<file path="config.mk">
export PLATFORM = sky130hd
export DESIGN_NAME = dvi_capture
export DESIGN_NICKNAME = d
export VERILOG_FILES = /design/src/rtl/dvi_pkg.sv /design/src/rtl/dvi_edge_det.sv /design/src/rtl/dvi_capture.sv
export SDC_FILE = /design/constraint.sdc
export NUM_CORES = 1
export LEC_CHECK = 0
export ABC_AREA = 1
export BUFFER_PORTS_ARGS = -buffer_cell sky130_fd_sc_hd__buf_2
export CAP_MARGIN = 25
export CELL_PAD_IN_SITES_DETAIL_PLACEMENT = 1
export CELL_PAD_IN_SITES_GLOBAL_PLACEMENT = 2
export CORE_MARGIN = 10
export CORE_UTILIZATION = 30
export DETAILED_ROUTE_END_ITERATION = 16
export HOLD_SLACK_MARGIN = 0.05
export PLACE_DENSITY_LB_ADDON = 0.1
export SLEW_MARGIN = 20
export SYNTH_ARGS = -nofsm -noshare
export SYNTH_HDL_FRONTEND = slang
export SYNTH_SLANG_ARGS = --single-unit
</file>
<file path="constraint.sdc">
create_clock -name fbclk -period 2.5 [get_ports fbclk]
set_clock_uncertainty 0.15 [all_clocks]
set_input_delay 0.125 -clock fbclk [delete_from_list [all_inputs] [get_ports fbclk]]
set_output_delay 0.125 -clock fbclk [all_outputs]
set_load 0.02 [all_outputs]
</file>
<file path="src/rtl/dvi_pkg.sv">
// Shared types and constants for the DVI capture front end.
package dvi_pkg;

    localparam int DEF_H_ACTIVE = 640;
    localparam int DEF_V_ACTIVE = 480;
    localparam int COORD_W      = 11;

    typedef enum logic [1:0] {
        SEARCH = 2'd0,
        ARMED  = 2'd1,
        LOCKED = 2'd2
    } dvi_state_e;

    function automatic logic [COORD_W-1:0] sat_inc(input logic [COORD_W-1:0] v);
        return (&v) ? v : v + COORD_W'(1);
    endfunction

endpackage

</file>
<file path="src/rtl/dvi_edge_det.sv">
// Registers a level and flags its rising/falling transitions, all three aligned.
module dvi_edge_det (
    input  logic fbclk,
    input  logic fbclk_rst_b,
    input  logic d,
    output logic level,
    output logic rise,
    output logic fall
);

    always_ff @(posedge fbclk or negedge fbclk_rst_b) begin
        if (!fbclk_rst_b) begin
            level <= 1'b0;
            rise  <= 1'b0;
            fall  <= 1'b0;
        end else begin
            rise  <= d & ~level;
            fall  <= ~d & level;
            level <= d;
        end
    end

endmodule

</file>
<file path="src/rtl/dvi_capture.sv">
// DDR DVI pixel capture with frame-timing lock detection.
// Optional line/frame/error statistics under `define DVI_CAPTURE_STATS_EN.
module dvi_capture
    import dvi_pkg::*;
#(
    parameter int H_ACTIVE        = DEF_H_ACTIVE,
    parameter int V_ACTIVE        = DEF_V_ACTIVE,
    parameter int SYNC_ACTIVE_LOW = 1
) (
    input  logic               fbclk,
    input  logic               fbclk_rst_b,
    input  logic [11:0]        dvi_d_rise,
    input  logic [11:0]        dvi_d_fall,
    input  logic               dvi_de,
    input  logic               dvi_hs,
    input  logic               dvi_vs,
    output logic               pix_valid,
    output logic [23:0]        pix_rgb,
    output logic [COORD_W-1:0] pix_x,
    output logic [COORD_W-1:0] pix_y,
    output logic               pix_sof,
    output logic               pix_eol,
    output logic               locked,
    output logic [10:0]        meas_width,
    output logic [10:0]        meas_height,
    output logic [15:0]        err_count
);

    localparam logic [COORD_W-1:0] H_LEN    = COORD_W'(H_ACTIVE);
    localparam logic [COORD_W-1:0] H_LAST   = COORD_W'(H_ACTIVE - 1);
    localparam logic [COORD_W-1:0] V_LEN    = COORD_W'(V_ACTIVE);
    localparam logic               SYNC_INV = (SYNC_ACTIVE_LOW != 0);

    logic               hs_act, vs_act;
    logic [11:0]        rise_q, fall_q;
    logic               hs_q;
    logic               de_l, de_rise, de_fall;
    logic               vs_l, vs_rise, vs_fall;
    logic               unused_sig;
    logic [COORD_W-1:0] x_cnt, y_cnt, y_line;
    logic               width_bad, overrun, height_bad, lose_lock, pix_ok;
    logic               frame_good, stream_on;
    dvi_state_e         state;

    assign hs_act = dvi_hs ^ SYNC_INV;
    assign vs_act = dvi_vs ^ SYNC_INV;

    always_ff @(posedge fbclk or negedge fbclk_rst_b) begin
        if (!fbclk_rst_b) begin
            rise_q <= '0;
            fall_q <= '0;
            hs_q   <= 1'b0;
        end else begin
            rise_q <= dvi_d_rise;
            fall_q <= dvi_d_fall;
            hs_q   <= hs_act;
        end
    end

    dvi_edge_det u_de_edge (
        .fbclk       (fbclk),
        .fbclk_rst_b (fbclk_rst_b),
        .d           (dvi_de),
        .level       (de_l),
        .rise        (de_rise),
        .fall        (de_fall)
    );

    dvi_edge_det u_vs_edge (
        .fbclk       (fbclk),
        .fbclk_rst_b (fbclk_rst_b),
        .d           (vs_act),
        .level       (vs_l),
        .rise        (vs_rise),
        .fall        (vs_fall)
    );

    assign unused_sig = ^{hs_q, de_rise, vs_l, vs_fall};

    // A line ending in the same cycle as the frame edge is counted first.
    assign y_line     = de_fall ? sat_inc(y_cnt) : y_cnt;
    assign width_bad  = de_fall && (x_cnt != H_LEN);
    assign overrun    = de_l && (x_cnt >= H_LEN);
    assign height_bad = vs_rise && (y_line != V_LEN);
    assign lose_lock  = (state == LOCKED) && (overrun || width_bad || height_bad);
    assign pix_ok     = de_l && (state == LOCKED) && stream_on && !overrun;

    always_ff @(posedge fbclk or negedge fbclk_rst_b) begin
        if (!fbclk_rst_b) begin
            x_cnt <= '0;
            y_cnt <= '0;
        end else begin
            if (de_l)
                x_cnt <= sat_inc(x_cnt);
            else if (de_fall)
                x_cnt <= '0;
            y_cnt <= vs_rise ? '0 : y_line;
        end
    end

    // stream_on holds off output until a frame boundary has been seen in LOCKED.
    always_ff @(posedge fbclk or negedge fbclk_rst_b) begin
        if (!fbclk_rst_b) begin
            state      <= SEARCH;
            frame_good <= 1'b0;
            stream_on  <= 1'b0;
            locked     <= 1'b0;
        end else begin
            case (state)
                SEARCH: begin
                    if (vs_rise) begin
                        state      <= ARMED;
                        frame_good <= 1'b1;
                    end
                end
                ARMED: begin
                    if (vs_rise) begin
                        if (frame_good && !width_bad && (y_line == V_LEN)) begin
                            state  <= LOCKED;
                            locked <= 1'b1;
                        end else begin
                            frame_good <= 1'b1;
                        end
                    end else if (width_bad) begin
                        frame_good <= 1'b0;
                    end
                end
                LOCKED: begin
                    if (lose_lock) begin
                        state     <= SEARCH;
                        locked    <= 1'b0;
                        stream_on <= 1'b0;
                    end else if (vs_rise) begin
                        stream_on <= 1'b1;
                    end
                end
                default: begin
                    state     <= SEARCH;
                    locked    <= 1'b0;
                    stream_on <= 1'b0;
                end
            endcase
        end
    end

    always_ff @(posedge fbclk or negedge fbclk_rst_b) begin
        if (!fbclk_rst_b) begin
            pix_valid <= 1'b0;
            pix_sof   <= 1'b0;
            pix_eol   <= 1'b0;
            pix_rgb   <= '0;
            pix_x     <= '0;
            pix_y     <= '0;
        end else begin
            pix_valid <= pix_ok;
            pix_sof   <= pix_ok && (x_cnt == '0) && (y_cnt == '0);
            pix_eol   <= pix_ok && (x_cnt == H_LAST);
            if (pix_ok) begin
                pix_rgb <= {fall_q[11:4], fall_q[3:0], rise_q[11:8], rise_q[7:0]};
                pix_x   <= x_cnt;
                pix_y   <= y_cnt;
            end
        end
    end

`ifdef DVI_CAPTURE_STATS_EN
    always_ff @(posedge fbclk or negedge fbclk_rst_b) begin
        if (!fbclk_rst_b) begin
            meas_width  <= '0;
            meas_height <= '0;
            err_count   <= '0;
        end else begin
            if (de_fall)
                meas_width <= x_cnt;
            if (vs_rise)
                meas_height <= y_line;
            if (lose_lock && (err_count != '1))
                err_count <= err_count + 16'd1;
        end
    end
`else
    assign meas_width  = '0;
    assign meas_height = '0;
    assign err_count   = '0;
`endif

endmodule
</file>
==> flow_summary_export.csv <==
group,metric,value,unit
outcome,status,"finished, final reports clean",
detailed_routing,avgViaCountPerCell,4.43,
logic_synthesis,synth_top_family_by_area,"simple AND/OR/NAND/NOR gates",
worst_setup_path,worstPathMaxFanout,9,
worst_setup_path,cp-start-kind,"flop",
layout,nets,644,
clocking,cts_tree,"done",
job,maxCapViolCount,0,
global_route,grt_pass1_vias,3824,
detailed_routing,drt-total-wl,12500,um
clocking,cts_setup_buffers,0,
logic_synthesis,synth.distinct_cells,31,
die,start_util,0.309,
logic_synthesis,syn_area_per_cell,9.02,um2
die,io_pins,117,
logic_synthesis,synth-simple-area-share,0.242,
clocking,cts_resized,0,
clocking,clockBufferDepth,2,
logic_synthesis,synth_cells,501,
timing,hold_viol_final,0,
detailed_routing,vias,3542,
layout,drive_above_1_share,0.205,
logic_synthesis,yosys_warnings,0,
pwr,p_leak,2.95,nW
logic_synthesis,netlist_top_cells_area,"dfrtp_1, nand2_1, buf_4",
logic_synthesis,netlist_area,4520,um2
logic_synthesis,synth_compound_area_frac,0.0526,
layout,area_growth,23.6,%
min_path,min_path_type,"in2async",
clocking,cts.sinks,104,
clocking,numCtsBuffers,9,
logic_synthesis,synthFlopType,"dfrtp_1",
layout,diodes,0,
global_route,grtUsageTotal,0.125,
detailed_routing,dr.pass1.iters,4,
logic_synthesis,synth_top_cell_area_share,0.576,
logic_synthesis,synth_edf_count,0,
timing,fin_crit,2130,ps
die,rows,44,
timing,rsz0062_at_grt,"false",
place,hpwlAfterDp,9090,um
logic_synthesis,synthAdderAreaFrac,0.0111,
global_route,grt_first_pass_wirelength,20200,um
die,die-area,20400,um2
detailed_routing,wl_per_cell,15.6,um
clocking,htreeDepth,3,
logic_synthesis,yosysMostFrequentCell,"nand2_1",
die,core_area,14600,um2
worst_setup_path,arrival,2220,ps
timing,drv_slew,0,
logic_synthesis,ys_top_cells_by_count,"nand2_1, dfrtp_1, inv_1",
timing,fmax,0.470,GHz
worst_setup_path,required,2590,ps
detailed_routing,first_iter_violations,163,
place,placedCellCount,757,
logic_synthesis,synth_top_cell_by_area,"dfrtp_1",
worst_setup_path,worst_setup_path_end_kind,"flop",
logic_synthesis,synth-xor-area-share,0.00775,
clocking,clk_pin_slew,70,ps
global_route,grt_max_degree,53,
timing,setup_viol,0,
timing,finalSetupTns,0,ps
logic_synthesis,async_flop_share,1.00,
worst_setup_path,criticalPathCategory,"reg2reg",
layout,fin_cells,799,
global_route,overflow,0,
pwr,ir_drop,0.000310,V
detailed_routing,drc,0,
clocking,root_buffer,"clkbuf_16",
die,die_height,143,um
place,gp_congestion,0.845,
clocking,insertion_delay,350,ps
logic_synthesis,synth_seq_cells,104,
place,portBuffers,77,
logic_synthesis,synthMuxAreaShare,0,
timing,worst_pin_slew,695,ps
timing,final.period_utilization,0.850,
die,die_x,143,um
pwr,p_per_area,631,nW/um2
detailed_routing,ant_nets,0,
logic_synthesis,synth_seq_area_share,0.576,
timing,relSlewSlack,0.536,
global_route,antenna_found_initial,0,
==> critical path, cell delays in order (launching register included) <==
cell and delay (ps):
dfrtp_1 390, ha_1 210, nand2_2 110, nor2_2 140, nand3_4 150, nand2_1 100, nand2_1 70, nand2_1 70
nand2_1 100, nor2_2 110, nand3_2 100, nor2_2 100, nand2_2 80, nand3_1 80, nand2_1 50
==> metrics by stage <==
stage / power (mW) / instance area, um2 / utilization / hold WS, ps / setup slack (ps)
global route: 3.72 / 5590 / 0.381 / 258 / 101
floorplan: 2.04 / 4660 / - / -321 / 657
detailed placement: 2.11 / 5020 / 0.343 / 70.1 / 364
finish: 3.52 / 5590 / 0.381 / 214 / 375
CTS: 3.60 / 5590 / 0.381 / 232 / 343
global placement: 2.10 / 5020 / 0.343 / 60.5 / 400
==> worst paths after layout <==
path / start / to / slack, ps / depth (start not counted)
min: fbclk_rst_b / fall_q[6] / 210 / 2
min reg2reg: u_vs_edge.level / u_vs_edge.rise / 250 / 1
max: y_cnt[0] / frame_good / 370 / 14
max reg2reg: y_cnt[0] / frame_good / 370 / 14
min in group fbclk: u_vs_edge.level / u_vs_edge.rise / 250 / 1
max in group asynchronous: fbclk_rst_b / y_cnt[10] / 1250 / 3
==> sequential cells by signal (all words and copies together) (netlist names) <==
name and flops:
u_vs_edge.rise 1, pix_sof 1, fall_q 12, state 2, frame_good 1, pix_rgb 24, stream_on 1, rise_q 12
u_de_edge.fall 1, pix_y 11, locked 1, pix_eol 1, x_cnt 11, y_cnt 11, u_de_edge.level 1, pix_x 11
pix_valid 1, u_vs_edge.level 1
==> timing repair <==
action                                  4_1_cts  5_1_grt
hold buffers                                 27        0
endpoints found under the hold margin        78        0
endpoints found under the setup margin        0        0
==> area by class of cell <==
cell class / count / area [um2]
fillers: 1774 / 9060
repair buffers: 111 / 736
well taps: 184 / 230
inverters: 43 / 161
clock buffers: 10 / 229
flip-flops and latches: 104 / 2600
clock inverters: 5 / 65.1
multi-input cells: 342 / 1560
==> routing by layer <==
metal / wire, um / vias to the layer above / track usage
met1: 5710 / 1735 / 0.156
met5: 0 / - / 0
met2: 5950 / 84 / 0.202
li1: - / 1710 / -
met3: 685 / 13 / 0.0431
met4: 132 / 0 / 0.0364
==> power by group <==
part           total (mW)  internal, mW  leakage, nW  switching (mW)
Sequential           1.78          1.74         1.38          0.0457
Combinational       0.324         0.112         1.43           0.212
Clock                1.42         0.782        0.137           0.635
==> cell families after synthesis <==
kind of cell             Yosys count
XOR/XNOR                           4
other                              1
AND/OR/NAND/NOR                  251
buffers and inverters             92
flip-flops                       104
AO/OA/AOI/OAI                     45
adder cells (fa/ha/maj)            4
==> layout by cell type, fill, tap and decap left out, types with 3 or more instances in the layout <==
master         count
a21oi_1           11
buf_2             76
buf_4              6
clkbuf_16          9
conb_1            38
dfrtp_1          104
dlygate4sd3_1     27
ha_1               4
inv_1             39
inv_2              3
nand2_1          159
nand2_2            8
nand3_1           26
nand4_1            4
nor2_1            28
nor2_2            10
nor3_1             4
nor4_1             4
o21ai_0           28
o22ai_1            4
Note: power is estimated with default switching activity, not from simulation.
